===== config.mk =====
export PLATFORM = sky130hd
export DESIGN_NAME = mbm_mul_scheduler
export DESIGN_NICKNAME = d
export VERILOG_FILES = /design/src/rtl/mbm_mul_scheduler.sv
export SDC_FILE = /design/constraint.sdc
export NUM_CORES = 1
export LEC_CHECK = 0
export ABC_AREA = 1
export CORE_AREA = 2 2 86 63
export CTS_CLUSTER_SIZE = 16
export DETAILED_ROUTE_END_ITERATION = 16
export DIE_AREA = 0 0 88 65
export PLACE_DENSITY = 0.92
export SLEW_MARGIN = 20
export SYNTH_ARGS = -nofsm -noshare
export SYNTH_HDL_FRONTEND = slang
export SYNTH_SLANG_ARGS = --single-unit

===== constraint.sdc =====
create_clock -name clk -period 4.4 [get_ports clk]
set_input_delay 0.66 -clock clk [delete_from_list [all_inputs] [get_ports clk]]
set_output_delay 0.66 -clock clk [all_outputs]
set_load 0.005 [all_outputs]

===== src/rtl/mbm_mul_scheduler.sv =====
// Round-robin scheduler sharing one iterative Booth multiplier core between two
// requesters, with a watchdog that turns a missing done strobe into an error response.
module mbm_mul_scheduler #(
  parameter int WIDTH   = 8,
  parameter int TIMEOUT = 64
) (
  input  logic                        clk,
  input  logic                        rst,
  input  logic                        req0_valid,
  input  logic signed [WIDTH-1:0]     req0_a,
  input  logic signed [WIDTH-1:0]     req0_b,
  output logic                        req0_ready,
  input  logic                        req1_valid,
  input  logic signed [WIDTH-1:0]     req1_a,
  input  logic signed [WIDTH-1:0]     req1_b,
  output logic                        req1_ready,
  output logic                        mul_start,
  output logic signed [WIDTH-1:0]     mul_a,
  output logic signed [WIDTH-1:0]     mul_b,
  input  logic                        mul_done,
  input  logic signed [2*WIDTH-1:0]   mul_product,
  output logic                        rsp_valid,
  input  logic                        rsp_ready,
  output logic                        rsp_id,
  output logic signed [2*WIDTH-1:0]   rsp_product,
  output logic                        rsp_err,
  output logic                        busy
);

  localparam logic [1:0] S_IDLE  = 2'd0;
  localparam logic [1:0] S_ISSUE = 2'd1;
  localparam logic [1:0] S_WAIT  = 2'd2;
  localparam logic [1:0] S_RESP  = 2'd3;

  localparam int              CNT_W    = $clog2(TIMEOUT) + 1;
  localparam logic [CNT_W-1:0] CNT_LAST = CNT_W'(TIMEOUT - 1);

  logic [1:0]       state;
  logic             last_grant;
  logic [CNT_W-1:0] cnt;
  logic             grant_id;
  logic             grant_any;
  logic             idle_ok;
  logic             accept;

  // On a tie the requester that did not win last time is served.
  always_comb begin
    grant_any = req0_valid | req1_valid;
    grant_id  = (req0_valid && req1_valid) ? ~last_grant : req1_valid;
    idle_ok   = (state == S_IDLE) && !rst;
    accept    = idle_ok && grant_any;
  end

  assign req0_ready = accept && !grant_id;
  assign req1_ready = accept &&  grant_id;
  assign mul_start  = (state == S_ISSUE);
  assign rsp_valid  = (state == S_RESP);

  always_ff @(posedge clk) begin
    if (rst) begin
      state       <= S_IDLE;
      last_grant  <= 1'b1;
      cnt         <= '0;
      mul_a       <= '0;
      mul_b       <= '0;
      rsp_id      <= 1'b0;
      rsp_product <= '0;
      rsp_err     <= 1'b0;
      busy        <= 1'b0;
    end else begin
      case (state)
        S_IDLE: begin
          if (accept) begin
            mul_a      <= grant_id ? req1_a : req0_a;
            mul_b      <= grant_id ? req1_b : req0_b;
            rsp_id     <= grant_id;
            last_grant <= grant_id;
            busy       <= 1'b1;
            state      <= S_ISSUE;
          end
        end
        S_ISSUE: begin
          cnt   <= '0;
          state <= S_WAIT;
        end
        S_WAIT: begin
          // A done in the watchdog's final cycle still counts as success.
          if (mul_done) begin
            rsp_product <= mul_product;
            rsp_err     <= 1'b0;
            state       <= S_RESP;
          end else if (cnt == CNT_LAST) begin
            rsp_product <= '0;
            rsp_err     <= 1'b1;
            state       <= S_RESP;
          end else begin
            cnt <= cnt + CNT_W'(1);
          end
        end
        default: begin
          if (rsp_ready) begin
            busy  <= 1'b0;
            state <= S_IDLE;
          end
        end
      endcase
    end
  end

endmodule

==> results.json <==
{
  "rsz0062_at_grt": "false",
  "powerDensity_nw_per_um2": 440,
  "avgSynthCellArea_um2": 6.95,
  "fin_ws_ns": 1.35,
  "area_growth_pct": 48.7,
  "gr-total-overflow": 0,
  "hp-class": "flip-flop to flip-flop",
  "max_freq_ghz": 0.328,
  "yosysSeqAreaShare_pct": 41.9,
  "min_period_ns": 3.05,
  "worstReg2RegEnd": "rsp_product[7]",
  "dpl.cell_count": 461,
  "final_antenna_net_count": 0,
  "place.gp.congestion": 0.830,
  "core-area_um2": 4980,
  "cts_root_buf": "clkbuf_8",
  "ctsResizeCount": 0,
  "dr.pass1.iters": 4,
  "finalSetupViolations": 0,
  "power_uw": 1400,
  "vias": 2190,
  "drt_wl_total_um": 5300,
  "grt_max_degree": 38,
  "diodes": 0,
  "worstSetupEndpointType": "output pin",
  "ys_ff_latch": 45,
  "leakagePower_uw": 0.00130,
  "drive_gt1_share_pct": 6.55,
  "yosys.cell_types.count": 26,
  "reg2reg_from": "state[0]",
  "yosys_warnings": 0,
  "nets": 456,
  "required_ns": 3.74,
  "grt_pass1_vias": 2031,
  "clk_latency_ns": 0.29,
  "crit_path_start_kind": "input port",
  "die_y_um": 65,
  "start_util_pct": 43.1,
  "tightest_slew_ns": 0.440,
  "r2r_slack_ns": 2.68,
  "avgRoutedWirePerCell_um": 11.3,
  "fin_crit_sh_pct": 69.3,
  "via_per_inst": 4.67,
  "postCtsHoldBufs": 0,
  "ir_worst_vdd_uv": 188,
  "fp.dieW_um": 88,
  "cts_tree": "yes",
  "worstPathArrival_ns": 2.39,
  "dieArea_um2": 5720,
  "max-slew-margin-rel_pct": 70.6,
  "worst-r2r-cell-count": 6,
  "drc": 0,
  "finalHoldViolCount": 0,
  "finalNonFillerCells": 469,
  "grt_pass1_wl_um": 8620,
  "row_count": 22,
  "tns_ns": 0,
  "drv_cap": 0,
  "dr.first_iter.drc_count": 90,
  "hpwl_um": 3960,
  "htreeDepth": 2,
  "post_cts_buffers": 0,
  "drv_slew": 0,
  "finClkSkew_ns": 0.00753,
  "synth_fp_nets": 369,
  "cts_buffers": 5,
  "clock_sinks": 45,
  "run_status": "completed",
  "cts.path.max_buffers": 2,
  "cp_max_fo": 17,
  "port_buffers": 92,
  "syn_inst": 309,
  "crit_start": "req1_valid",
  "antenna_found_initial": 0,
  "ioPinCount": 93,
  "syn_area_um2": 2150,
  "critPathKind": "input port to output pin",
  "grt_usage_pct": 19.0,
  "pre_cts_ws_ns": 1.34,
  "endpoint": "req1_ready",
  "clk_pin_slew_ns": 0.08
}
## final cells by class
cell class | instances | area [um2]
Fill cell | 440 | 1790
Multi-Input combinational cell | 231 | 1070
Clock buffer | 6 | 82.6
Sequential cell | 45 | 901
Clock inverter | 2 | 37.5
Inverter | 20 | 80.1
Tap cell | 72 | 90.1
Timing Repair Buffer | 93 | 928
## critical path, stage by stage
cell,delay [ns]
clkdlybuf4s50_1,0.56
nand2_2,0.24
inv_4,0.22
nand2_1,0.11
inv_1,0.10
clkdlybuf4s50_1,0.50
## layout by cell type (no fill, tap or decap), types with 2 or more instances in the layout
master,count
nand4_1,3
nand2_1,139
inv_1,16
clkbuf_8,6
o21ai_1,2
clkdlybuf4s50_1,92
nor2_2,3
inv_4,2
ha_1,6
nand2_2,4
dfxtp_1,45
nand3_2,3
nor2_1,19
a21oi_1,35
nand3_1,10
## per-layer routing
layer	routed length, um	track usage [%]	share of wire (%)	vias to the layer above
li1	-	-	-	1136
met1	2350	22.3	44	955
met2	2460	33.3	46	92
met3	423	5.73	8.0	7
met4	70	5.58	1.3	0
met5	0	0	0	-
## cell usage after synthesis
master | count | area (um2)
inv_2 | 1 | 3.75
dfxtp_1 | 45 | 901
clkinv_1 | 1 | 3.75
nand2_2 | 4 | 25.0
ha_1 | 6 | 75.1
buf_2 | 5 | 25.0
a211oi_1 | 1 | 7.51
a21oi_1 | 35 | 175
nand3b_1 | 1 | 7.51
nor2_4 | 1 | 11.3
nor2_1 | 19 | 71.3
buf_6 | 3 | 33.8
o21ai_4 | 1 | 16.3
buf_4 | 4 | 30.0
nor2_2 | 3 | 18.8
nand4_1 | 3 | 18.8
o21ai_1 | 2 | 10.0
nand2_4 | 1 | 11.3
o21ai_0 | 1 | 5.00
nand3_1 | 10 | 50.1
inv_4 | 2 | 12.5
nand3_2 | 3 | 30.0
clkbuf_1 | 1 | 3.75
nor2_8 | 1 | 20.0
inv_1 | 16 | 60.1
nand2_1 | 139 | 522
## registers in the layout (all words and copies together), names as in the netlist
signal       cells
busy             1
last_grant       1
state            2
rsp_product     16
rsp_err          1
rsp_id           1
cnt              7
mul_b            8
mul_a            8
## where the power goes
group / internal (uW) / switching (uW) / total [uW]
sequential: 468 / 38.4 / 507
combinational: 262 / 310 / 573
clock: 185 / 140 / 324
## per-stage QoR
stage,instance area (um2),utilization [%],hold WS (ns)
6_report,3190,64.1,0.461
5_1_grt,3190,64.1,0.481
4_1_cts,3190,64.1,0.461
3_5_place_dp,3070,61.7,0.448
3_3_place_gp,3070,61.7,0.444
2_1_floorplan,2150,-,0.431
## how the worst min path moves through the flow
stage | startpoint | end | cells past startpoint | slack (ns)
final | rsp_product[10] | rsp_product[10] | 2 | 0.46
after CTS | cnt[6] | cnt[6] | 2 | 0.46
after global placement | cnt[6] | cnt[6] | 2 | 0.44
after global routing | rsp_product[2] | rsp_product[2] | 2 | 0.48
after detailed placement | cnt[6] | cnt[6] | 2 | 0.45
after floorplan | last_grant | last_grant | 2 | 0.43
## kinds of logic (layout without fill, tap and decap cells)
group,Yosys count,in the layout,share of synthesized area (%)
simple gates,185,185,36.6
compound gates,40,40,9.96
buf+inv,33,121,8.04
fa+ha+maj,6,6,3.49
flops,45,45,41.9
Power figures use the tool's default switching activity.
